[src/rtl/franken_mem_arbiter_if.sv]
// Core/memory side bundle for the unified-memory arbiter.
// The arbiter takes the slave view. The core plus memory model take the master view.
interface franken_mem_arbiter_if;
    // Instruction-fetch port
    logic        if_req;
    logic [31:0] if_addr;
    logic [31:0] if_rdata;
    logic        if_valid;

    // Load/store data port
    logic        d_read;
    logic        d_write;
    logic [31:0] d_addr;
    logic [31:0] d_wdata;
    logic [3:0]  d_be;
    logic [31:0] d_rdata;
    logic        d_valid;

    // Pipeline stall
    logic        rbusy;

    // Fixed-latency memory port
    logic [31:0] mem_addr;
    logic [31:0] mem_wdata;
    logic [3:0]  mem_be;
    logic        mem_re;
    logic        mem_we;
    logic [31:0] mem_rdata;

    modport master (
        output if_req, if_addr,
        input  if_rdata, if_valid,
        output d_read, d_write, d_addr, d_wdata, d_be,
        input  d_rdata, d_valid,
        input  rbusy,
        input  mem_addr, mem_wdata, mem_be, mem_re, mem_we,
        output mem_rdata
    );

    modport slave (
        input  if_req, if_addr,
        output if_rdata, if_valid,
        input  d_read, d_write, d_addr, d_wdata, d_be,
        output d_rdata, d_valid,
        output rbusy,
        output mem_addr, mem_wdata, mem_be, mem_re, mem_we,
        input  mem_rdata
    );
endinterface

[src/rtl/franken_mem_arbiter.sv]
// Round-robin arbiter between fetch and load/store ports onto one
// fixed-latency single-ported memory. Each access runs IDLE -> WAIT -> DONE.
// Accesses are never overlapped. MEM_LAT must be between 1 and 15.
module franken_mem_arbiter #(
    parameter int unsigned MEM_LAT = 2
) (
    input  logic                  sig_clk,
    input  logic                  sig_reset,
    franken_mem_arbiter_if.slave  bus
);

    localparam int unsigned CNT_W = 4;

    typedef enum logic [1:0] {
        ST_IDLE = 2'd0,
        ST_WAIT = 2'd1,
        ST_DONE = 2'd2
    } state_t;

    typedef enum logic {
        GNT_FETCH = 1'b0,
        GNT_DATA  = 1'b1
    } gnt_t;

    state_t             r_state;
    logic [CNT_W-1:0]   r_cnt;
    gnt_t               r_last_gnt;
    gnt_t               r_gnt;
    logic               r_gnt_wr;

    logic [31:0]        r_if_rdata;
    logic               r_if_valid;
    logic [31:0]        r_d_rdata;
    logic               r_d_valid;
    logic [31:0]        r_mem_addr;
    logic [31:0]        r_mem_wdata;
    logic [3:0]         r_mem_be;
    logic               r_mem_re;
    logic               r_mem_we;

    logic               w_d_req;
    logic               w_any_req;
    logic               w_pick_data;
    logic               w_rbusy;

    // A simultaneous read and write on the data port is resolved as a write.
    assign w_d_req     = bus.d_read | bus.d_write;
    assign w_any_req   = bus.if_req | w_d_req;
    // On a tie, the port that did not win last time takes the grant.
    assign w_pick_data = w_d_req & (~bus.if_req | (r_last_gnt == GNT_FETCH));
    assign w_rbusy     = (r_state == ST_WAIT) | ((r_state == ST_IDLE) & w_any_req);

    assign bus.if_rdata  = r_if_rdata;
    assign bus.if_valid  = r_if_valid;
    assign bus.d_rdata   = r_d_rdata;
    assign bus.d_valid   = r_d_valid;
    assign bus.rbusy     = w_rbusy;
    assign bus.mem_addr  = r_mem_addr;
    assign bus.mem_wdata = r_mem_wdata;
    assign bus.mem_be    = r_mem_be;
    assign bus.mem_re    = r_mem_re;
    assign bus.mem_we    = r_mem_we;

    // Access sequencer: grant, one-cycle memory issue, latency countdown, completion pulse.
    always_ff @(posedge sig_clk or posedge sig_reset) begin
        if (sig_reset) begin
            r_state     <= ST_IDLE;
            r_cnt       <= '0;
            r_last_gnt  <= GNT_FETCH;
            r_gnt       <= GNT_FETCH;
            r_gnt_wr    <= 1'b0;
            r_if_rdata  <= '0;
            r_if_valid  <= 1'b0;
            r_d_rdata   <= '0;
            r_d_valid   <= 1'b0;
            r_mem_addr  <= '0;
            r_mem_wdata <= '0;
            r_mem_be    <= '0;
            r_mem_re    <= 1'b0;
            r_mem_we    <= 1'b0;
        end else begin
            // Memory strobes and the bus payload are held for the issue cycle only.
            r_mem_addr  <= '0;
            r_mem_wdata <= '0;
            r_mem_be    <= '0;
            r_mem_re    <= 1'b0;
            r_mem_we    <= 1'b0;
            r_if_valid  <= 1'b0;
            r_d_valid   <= 1'b0;

            case (r_state)
                ST_IDLE: begin
                    if (w_any_req) begin
                        r_state <= ST_WAIT;
                        r_cnt   <= CNT_W'(MEM_LAT);
                        if (w_pick_data) begin
                            r_gnt       <= GNT_DATA;
                            r_last_gnt  <= GNT_DATA;
                            r_gnt_wr    <= bus.d_write;
                            r_mem_addr  <= bus.d_addr;
                            r_mem_wdata <= bus.d_wdata;
                            r_mem_be    <= bus.d_be;
                            r_mem_we    <= bus.d_write;
                            r_mem_re    <= ~bus.d_write;
                        end else begin
                            r_gnt       <= GNT_FETCH;
                            r_last_gnt  <= GNT_FETCH;
                            r_gnt_wr    <= 1'b0;
                            r_mem_addr  <= bus.if_addr;
                            r_mem_wdata <= '0;
                            r_mem_be    <= 4'hF;
                            r_mem_re    <= 1'b1;
                        end
                    end
                end

                ST_WAIT: begin
                    // A zero count marks the cycle in which mem_rdata is valid.
                    if (r_cnt == '0) begin
                        r_state <= ST_DONE;
                        if (r_gnt == GNT_FETCH) begin
                            r_if_rdata <= bus.mem_rdata;
                            r_if_valid <= 1'b1;
                        end else begin
                            r_d_valid <= 1'b1;
                            if (!r_gnt_wr) begin
                                r_d_rdata <= bus.mem_rdata;
                            end
                        end
                    end else begin
                        r_cnt <= r_cnt - CNT_W'(1);
                    end
                end

                ST_DONE: begin
                    r_state <= ST_IDLE;
                end

                default: begin
                    r_state <= ST_IDLE;
                end
            endcase
        end
    end

endmodule

[src/flat_wrapper.sv]
// flat-port wrapper written by rule: the top's interface ports become plain ports
module franken_mem_arbiter_flat 
#(
    parameter int unsigned MEM_LAT = 2
)
  (sig_clk, sig_reset, bus_if_req, bus_if_addr, bus_if_rdata, bus_if_valid, bus_d_read, bus_d_write, bus_d_addr, bus_d_wdata, bus_d_be, bus_d_rdata, bus_d_valid, bus_rbusy, bus_mem_addr, bus_mem_wdata, bus_mem_be, bus_mem_re, bus_mem_we, bus_mem_rdata);
  franken_mem_arbiter_if bus_i ();
  input  logic sig_clk;
  input  logic sig_reset;
  input wire logic [$bits(bus_i.if_req)-1:0] bus_if_req;
  input wire logic [$bits(bus_i.if_addr)-1:0] bus_if_addr;
  output wire logic [$bits(bus_i.if_rdata)-1:0] bus_if_rdata;
  output wire logic [$bits(bus_i.if_valid)-1:0] bus_if_valid;
  input wire logic [$bits(bus_i.d_read)-1:0] bus_d_read;
  input wire logic [$bits(bus_i.d_write)-1:0] bus_d_write;
  input wire logic [$bits(bus_i.d_addr)-1:0] bus_d_addr;
  input wire logic [$bits(bus_i.d_wdata)-1:0] bus_d_wdata;
  input wire logic [$bits(bus_i.d_be)-1:0] bus_d_be;
  output wire logic [$bits(bus_i.d_rdata)-1:0] bus_d_rdata;
  output wire logic [$bits(bus_i.d_valid)-1:0] bus_d_valid;
  output wire logic [$bits(bus_i.rbusy)-1:0] bus_rbusy;
  output wire logic [$bits(bus_i.mem_addr)-1:0] bus_mem_addr;
  output wire logic [$bits(bus_i.mem_wdata)-1:0] bus_mem_wdata;
  output wire logic [$bits(bus_i.mem_be)-1:0] bus_mem_be;
  output wire logic [$bits(bus_i.mem_re)-1:0] bus_mem_re;
  output wire logic [$bits(bus_i.mem_we)-1:0] bus_mem_we;
  input wire logic [$bits(bus_i.mem_rdata)-1:0] bus_mem_rdata;
  assign bus_i.if_req = bus_if_req;
  assign bus_i.if_addr = bus_if_addr;
  assign bus_if_rdata = bus_i.if_rdata;
  assign bus_if_valid = bus_i.if_valid;
  assign bus_i.d_read = bus_d_read;
  assign bus_i.d_write = bus_d_write;
  assign bus_i.d_addr = bus_d_addr;
  assign bus_i.d_wdata = bus_d_wdata;
  assign bus_i.d_be = bus_d_be;
  assign bus_d_rdata = bus_i.d_rdata;
  assign bus_d_valid = bus_i.d_valid;
  assign bus_rbusy = bus_i.rbusy;
  assign bus_mem_addr = bus_i.mem_addr;
  assign bus_mem_wdata = bus_i.mem_wdata;
  assign bus_mem_be = bus_i.mem_be;
  assign bus_mem_re = bus_i.mem_re;
  assign bus_mem_we = bus_i.mem_we;
  assign bus_i.mem_rdata = bus_mem_rdata;
  franken_mem_arbiter #(.MEM_LAT(MEM_LAT)) u_core (.sig_clk(sig_clk), .sig_reset(sig_reset), .bus(bus_i));
endmodule
[config.mk]
export PLATFORM = sky130hd
export DESIGN_NAME = franken_mem_arbiter_flat
export DESIGN_NICKNAME = d
export VERILOG_FILES = /design/src/rtl/franken_mem_arbiter_if.sv /design/src/rtl/franken_mem_arbiter.sv /design/src/flat_wrapper.sv
export SDC_FILE = /design/constraint.sdc
export NUM_CORES = 1
export LEC_CHECK = 0
export ABC_AREA = 1
export CORE_ASPECT_RATIO = 1.1
export CORE_MARGIN = 3
export CORE_UTILIZATION = 40
export DETAILED_ROUTE_END_ITERATION = 6
export PLACE_DENSITY = 0.8
export SLEW_MARGIN = 20
export SYNTH_ARGS = -nofsm -noshare
export SYNTH_HDL_FRONTEND = slang
export SYNTH_SLANG_ARGS = --single-unit
[constraint.sdc]
create_clock -name sig_clk -period 6.82 [get_ports sig_clk]
set_clock_uncertainty 0.1 [all_clocks]
set_input_delay 1.364 -clock sig_clk [delete_from_list [all_inputs] [get_ports sig_clk]]
set_output_delay 1.364 -clock sig_clk [all_outputs]
set_load 0.02 [all_outputs]
# ---- Word-level counts from Yosys, hierarchy flattened
# Cells that the tools add are included.
dict set report totals {
  inputBits 137
  memories 0
  ramBits 0
  register_bits 144
  latch_bits 0
  rom_bits 0
}
dict set report classes {
  div 0
  n_eq_ne 4
  mul 0
  n_shift 0
  mux 28
  n_reduce_logical 8
  n_addsub 1
  n_lt_le_gt_ge 0
  bitwise_logic 10
}
# op count
set op_table {}
lappend op_table {{$mux 32} 6}
lappend op_table {{$mux 4} 5}
lappend op_table {{$mux 1} 13}
lappend op_table {{$pmux 4 s2} 1}
lappend op_table {{$reduce_and 3->1} 2}
lappend op_table {{$logic_not 4->1} 1}
lappend op_table {{$mux 2} 2}
lappend op_table {{$ne 2x2->1 const B} 2}
lappend op_table {{$not 1->1} 4}
lappend op_table {{$or 1x1->1} 4}
lappend op_table {{$pmux 2 s2} 1}
lappend op_table {{$reduce_and 2->1} 2}
lappend op_table {{$reduce_and 4->1} 1}
lappend op_table {{$sub 4x1->4 const B} 1}
lappend op_table {{$and 1x1->1} 2}
lappend op_table {{$eq 2x1->1 const B} 1}
lappend op_table {{$logic_not 2->1} 1}
lappend op_table {{$ne 2x1->1 const B} 1}
lappend op_table {{$reduce_bool 2->1} 1}

# ---- Depth between registers and ports, before layout
# Gate-level depths: netlist (run 1).
dict set report depth {
  word_depth 6
  depth_mapped 9
  depth_no_buf 8
}

# ---- Least setup slack after synthesis (run 1)
# Ideal clock, no wire load.
dict set report synth_path {
  path_type {in2out}
  startpoint {input bus_d_write}
  endpoint {output bus_rbusy}
  arrival_time_ns 1.915
  path_slack_ns 3.441
  stages 5
  n_path_buf 1
  path_cell_list {nor2_1 nand2_1 nand2_1 buf_2 nand2_1}
}
dict set report synth_via {
  elab_chain_len 4
}
# item line_no
set synth_rtl {}
lappend synth_rtl {{start, declared} flat_wrapper.sv:15} ;# input wire logic [$bits(bus_i.d_write)-1:0] bus_d_write;
lappend synth_rtl {{$or 1x1->1} franken_mem_arbiter.sv:47} ;# assign w_d_req = bus.d_read | bus.d_write;
lappend synth_rtl {{$or 1x1->1} franken_mem_arbiter.sv:48} ;# assign w_any_req = bus.if_req | w_d_req;
lappend synth_rtl {{$and 1x1->1} franken_mem_arbiter.sv:51} ;# assign w_rbusy = (r_state == ST_WAIT) | ((r_state == ST_IDLE) & w_any_req);
lappend synth_rtl {{$or 1x1->1} franken_mem_arbiter.sv:51}
lappend synth_rtl {{end, declared} flat_wrapper.sv:21} ;# output wire logic [$bits(bus_i.rbusy)-1:0] bus_rbusy;
# No other way between the ends.

# ---- Worst setup path after layout (run 1)
# Same ends and word-level chain as after synthesis.

==> flow_summary.toml, run 1 <==
[global_route]
grt_start_max_net_pins = 81
grt_use_total_pct = 22.40
overflow = 0
grt_pass1_vias = 4842
grt_antenna_before_repair = 0
grt_pass1_wl_mm = 26.18

[sta]
period_minus_slack_ns = 4.672
slew_violations = 0
tightest_slew_ns = 0.8713
timing.fmax_mhz = 214.0
rsz0062_at_grt = "false"
timing.final.crit_share_pct = 68.51
relSlewSlack_pct = 41.69
setup-violations-final = 0
finalHoldViolations = 0
finalSetupTns_ns = 0

[critical_path]
cp-start-kind = "input pin"
cp_data_required_time_ns = 5.36
worstPathArrival_ns = 3.21
endpoint_kind = "primary output"
crit_type = "input pin to primary output"
cp_max_fo = 12

[yosys]
synth_warnings = 0
yosys.area.top_type_share_pct = 65.29
synthFlopType = "dfrtp_1"
synth-async-reset-ratio_pct = 100.0
synthTopCellsByArea = "dfrtp_1 (65%), nand2_1 (14%), nor2_1 (7.5%)"
synth_common_cells = "nand2_1 (205), dfrtp_1 (144), nor2_1 (110), o21ai_1 (62), buf_2 (17)"
synth_largest_area_cell = "dfrtp_1"
syn_avg_cell_area_um2 = 9.354
synth_edf_count = 0
ys_types = 22
synthCells = 590
synth_area_um2 = 5519
yosysMostFrequentCell = "nand2_1"
syn-num-nets = 728
ys_ff_latch = 144
yosysSeqAreaShare_pct = 65.29

[final_layout]
antenna_cells = 0
areaGrowthSynthToFinish_pct = 62.48
num-nets-final = 990
stdcell_count = 1048
final_layout_size_suffix_gt1_share_pct = 5.671

[clock_tree]
postCtsSetupBuffers = 0
clockBufferDepth = 2
clk_latency_ns = 0.42
holdBufCountCts = 0
h-tree-depth = 4
clkSinkCount = 144
clkSlewWorstSetupHoldPaths_ns = 0.06
cts_resized = 0
cts_tree = "built"
clockRootBuffer = "clkbuf_16"
cts_buffers = 17

[routing]
routed_wl_mm = 17.21
initialDrtViolationCount = 410
first_pass_iters = 4
viasPerCell = 4.726
num_vias = 4953
detail-route-antenna-nets = 0
wl_per_cell_um = 16.43
post-route-drc-count = 0

[power_and_ir_drop]
p_sw_mw = 1.624
leakagePower_nw = 4.091
power_density_nw_per_um2 = 477.8
seqPwrFrac_pct = 31.8
peakVddDrop_mv = 0.2421
p_int_mw = 2.661
clockPowerShare_pct = 23.5
p_comb_share_pct = 44.7
switching_share_pct = 37.90

[run]
drv_cap = 0

[run_status]
outcome = "complete, no violations"

[hold_path]
hp-class = "flop to flop"

[floorplan]
initial_core_util_pct = 41.43
die_y_um = 129.2
die_area_um2 = 15240
io_pins = 274
coreArea_um2 = 13320
die_x_um = 118.0
row_count = 44

[placement]
gp_routability_congestion = 0.8344
port_buffers = 273
dp.cells = 1017
dp_hpwl_mm = 12.38
path summary, 6_finish.rpt:
path | startpoint | slack (ns) | end | depth (start not counted)
worst min-delay path | u_core.bus.if_rdata[9]$_DFFE_PP0P_ | 0.37 | u_core.bus.if_rdata[9]$_DFFE_PP0P_ | 2
min in group asynchronous | sig_reset | 1.34 | u_core.bus.mem_wdata[12]$_DFF_PP0_ | 2
worst max-delay path | bus_d_write | 2.15 | bus_rbusy | 6
worst max register to register | u_core.r_state[1]$_DFFE_PP0P_ | 4.34 | u_core.bus.mem_addr[20]$_DFF_PP0_ | 5
worst min register to register | u_core.bus.if_rdata[9]$_DFFE_PP0P_ | 0.37 | u_core.bus.if_rdata[9]$_DFFE_PP0P_ | 2
max in group asynchronous | sig_reset | 4.00 | u_core.bus.if_rdata[9]$_DFFE_PP0P_ | 3
final cells by class:
class                           instances  area [um2]
Clock buffer                           18       429.2
Clock inverter                         13       211.5
Fill cell                            1036        4355
Inverter                               15       61.31
Multi-Input combinational cell        399        1684
Sequential cell                       144        3603
Tap cell                              184       230.2
Timing Repair Buffer                  275        2748
metrics by stage:
| step | util [%] | setup slack, ns | cell area [um2] | hold WS, ns | total power, mW |
|---|---|---|---|---|---|
| 2_1_floorplan | - | 1.490 | 5519 | 0.3808 | 2.378 |
| 3_3_place_gp | 62.50 | 2.169 | 8327 | 0.3605 | 3.256 |
| 3_5_place_dp | 62.50 | 2.148 | 8327 | 0.3646 | 3.302 |
| 4_1_cts | 67.31 | 2.137 | 8967 | 0.3808 | 4.325 |
| 5_1_grt | 67.31 | 2.047 | 8967 | 0.4005 | 4.513 |
| 6_report | 67.31 | 2.148 | 8967 | 0.3739 | 4.285 |
sequential cells by signal (all words and copies together) (netlist names):
| register | count |
|---|---|
| u_core.bus.if_valid | 1 |
| u_core.r_state | 2 |
| u_core.r_cnt | 4 |
| u_core.bus.mem_we | 1 |
| u_core.bus.d_rdata | 32 |
| u_core.bus.if_rdata | 32 |
| u_core.r_gnt | 1 |
| u_core.r_gnt_wr | 1 |
| u_core.bus.d_valid | 1 |
| u_core.bus.mem_wdata | 32 |
| u_core.bus.mem_addr | 32 |
| u_core.bus.mem_re | 1 |
| u_core.bus.mem_be | 4 |
layer usage:
metal	wire length [um]	track usage [%]	up-vias
li1	-	-	2357
met5	0	0	-
met1	6422	24.39	2333
met2	8943	40.16	234
met3	1474	8.381	29
met4	373	8.552	0
power by group through the flow:
stage          registers [mW]  logic (mW)  clock network (mW)
4_1_cts                  1.36        1.94                1.02
3_3_place_gp             1.36        1.90                   0
3_5_place_dp             1.38        1.92                   0
6_report                 1.36        1.91                1.01
2_1_floorplan            1.76       0.614                   0
5_1_grt                  1.40        2.06                1.06
logic make-up after synthesis:
family                     share of synthesized area, %
DFF                                               65.29
xor gates and xnor gates                         0.1587
AOI/OAI and AO/OA                                 6.529
adders and majority gates                        0.2267
and+or+nand+nor                                   23.46
buffers and inverters                             4.330
cells in the final DEF (no fill, tap or decap):
master,n
clkinv_4,3
clkdlybuf4s50_1,273
inv_1,6
dfrtp_1,144
bufinv_16,5
nand2_1,205
nand3_2,1
inv_2,8
o21ai_4,1
clkbuf_1,1
buf_4,2
ha_1,1
clkbuf_16,17
clkinv_2,2
nor2_1,110
o21ai_1,62
inv_6,3
o22ai_1,1
o21ai_0,5
a21oi_1,2
clkinvlp_4,1
nand3_1,4
nor2_8,1
nor2_4,2
nand2_4,2
xnor2_1,1
nand3_4,1
critical path, stage by stage:
cell	delay (ns)
clkdlybuf4s50_1	0.57
nor2_1	0.07
nand2_1	0.06
nand2_1	0.26
nand2_1	0.25
clkdlybuf4s50_1	0.63
Note: power is estimated with default switching activity, not from simulation.
==> inputs of run 2 (changes only) <==
==> constraint.sdc (replaced) <==
create_clock -name sig_clk -period 4.67 [get_ports sig_clk]
set_clock_uncertainty 0.1 [all_clocks]
set_input_delay 0.934 -clock sig_clk [delete_from_list [all_inputs] [get_ports sig_clk]]
set_output_delay 0.934 -clock sig_clk [all_outputs]
set_load 0.02 [all_outputs]
==> flow_summary.toml, run 2 (synthesis results as in run 1) <==
[routing]
wl_per_cell_um = 16.01
detail-route-antenna-nets = 0
first_pass_iters = 4
viasPerCell = 4.677
num_vias = 4920
initialDrtViolationCount = 325
routed_wl_mm = 16.84
post-route-drc-count = 0

[clock_tree]
h-tree-depth = 4
clk_latency_ns = 0.41
postCtsSetupBuffers = 0
cts_resized = 0
cts_tree = "built"
clkSinkCount = 144
cts_buffers = 17
clockBufferDepth = 2
clkSlewWorstSetupHoldPaths_ns = 0.06
holdBufCountCts = 0
clockRootBuffer = "clkbuf_16"

[critical_path]
endpoint_kind = "primary output"
reg2regPathDepth = 8
crit_type = "input pin to primary output"
cp_max_fo = 4
cp-start-kind = "input pin"
cp_data_required_time_ns = 3.64
worstPathArrival_ns = 2.53

[sta]
slew_violations = 0
timing.final.crit_share_pct = 76.30
tightest_slew_ns = 0.7462
relSlewSlack_pct = 50.13
rsz0062_at_grt = "false"
timing.fmax_mhz = 280.6
setup-violations-final = 0
finalHoldViolations = 0
period_minus_slack_ns = 3.563
finalSetupTns_ns = 0
worst_hold_slack_ns = 0.3739

[power_and_ir_drop]
p_comb_share_pct = 45.0
power_density_nw_per_um2 = 691.5
p_int_mw = 3.869
peakVddDrop_mv = 0.3073
seqPwrFrac_pct = 31.8
switching_share_pct = 37.79
leakagePower_nw = 4.099
p_sw_mw = 2.350
clockPowerShare_pct = 23.2

[hold_path]
min_path_cells = 2
hp-class = "flop to flop"

[final_layout]
final_common_cell = "clkdlybuf4s50_1"
stdcell_count = 1052
mostFrequentLayoutCells = "clkdlybuf4s50_1 (273), nand2_1 (205), dfrtp_1 (144)"
final_layout_size_suffix_gt1_share_pct = 6.113
final_util_pct = 67.51
num-nets-final = 992
areaGrowthSynthToFinish_pct = 62.96

[floorplan]
die_y_um = 129.2
die_area_um2 = 15240
coreArea_um2 = 13320
initial_core_util_pct = 41.43
die_x_um = 118.0
io_pins = 274
row_count = 44

[global_route]
overflow = 0
grt_pass1_wl_mm = 25.97
grt_use_total_pct = 22.32
grt_start_max_net_pins = 80
grt_pass1_vias = 4862
grt_antenna_before_repair = 1

[placement]
dp.cells = 1019
dp_hpwl_mm = 12.14
gp_routability_congestion = 0.8438
port_buffers = 273

[run_status]
outcome = "complete, no violations"

[run]
drv_cap = 0
## run 2: worst paths after layout
check,to,slack (ns),start
setup / recovery,bus_rbusy,1.11,bus_d_write
hold / removal,u_core.bus.if_rdata[11]$_DFFE_PP0P_,0.37,u_core.bus.if_rdata[11]$_DFFE_PP0P_
setup reg to reg,u_core.bus.if_rdata[1]$_DFFE_PP0P_,2.25,u_core.r_cnt[0]$_DFFE_PP0P_
hold reg to reg,u_core.bus.if_rdata[11]$_DFFE_PP0P_,0.37,u_core.bus.if_rdata[11]$_DFFE_PP0P_
max in group asynchronous,u_core.bus.if_rdata[27]$_DFFE_PP0P_,2.74,sig_reset
min in group asynchronous,u_core.bus.if_valid$_DFF_PP0_,0.81,sig_reset
## run 2: final cells by class
cell class	instances	area, um2
clock buffers	19	452.9
clock inverters	13	185.2
multi-input cells	399	1684
repair buffers	277	2775
fillers	1048	4329
flip-flops and latches	144	3603
inverters	15	60.06
well taps	184	230.2
diodes	1	2.502
## run 2: power by group through the flow
| stage | registers [mW] | clock network (mW) | logic [mW] |
|---|---|---|---|
| 2_1_floorplan | 2.58 | 0 | 0.897 |
| 3_3_place_gp | 1.97 | 0 | 2.79 |
| 3_5_place_dp | 2.00 | 0 | 2.82 |
| 4_1_cts | 1.98 | 1.47 | 2.83 |
| 5_1_grt | 2.03 | 1.53 | 3.02 |
| 6_report | 1.98 | 1.44 | 2.80 |
## run 2: through the flow
step	setup WS (ns)	cell area [um2]	total power, mW
global route	1.023	8994	6.578
global placement	1.099	8353	4.761
detailed placement	1.069	8353	4.817
CTS	1.062	8991	6.280
finish	1.107	8994	6.219
floorplan	1.831	5523	3.472
## run 2: worst max-delay path, stage by stage
cell and delay [ns]:
clkdlybuf4s50_1 0.58, nor2_1 0.09, nand2_1 0.10, nand2_1 0.08, nand2_1 0.09, clkdlybuf4s50_1 0.65
## run 2: routing by layer
metal / vias up / GRT usage [%] / wire (um) / part of all wire, %
met5: - / 0 / 0 / 0
met4: 0 / 9.862 / 471 / 2.8
met3: 25 / 8.948 / 1528 / 9.1
met2: 229 / 39.48 / 8622 / 51
met1: 2300 / 23.78 / 6216 / 37
li1: 2366 / - / - / -
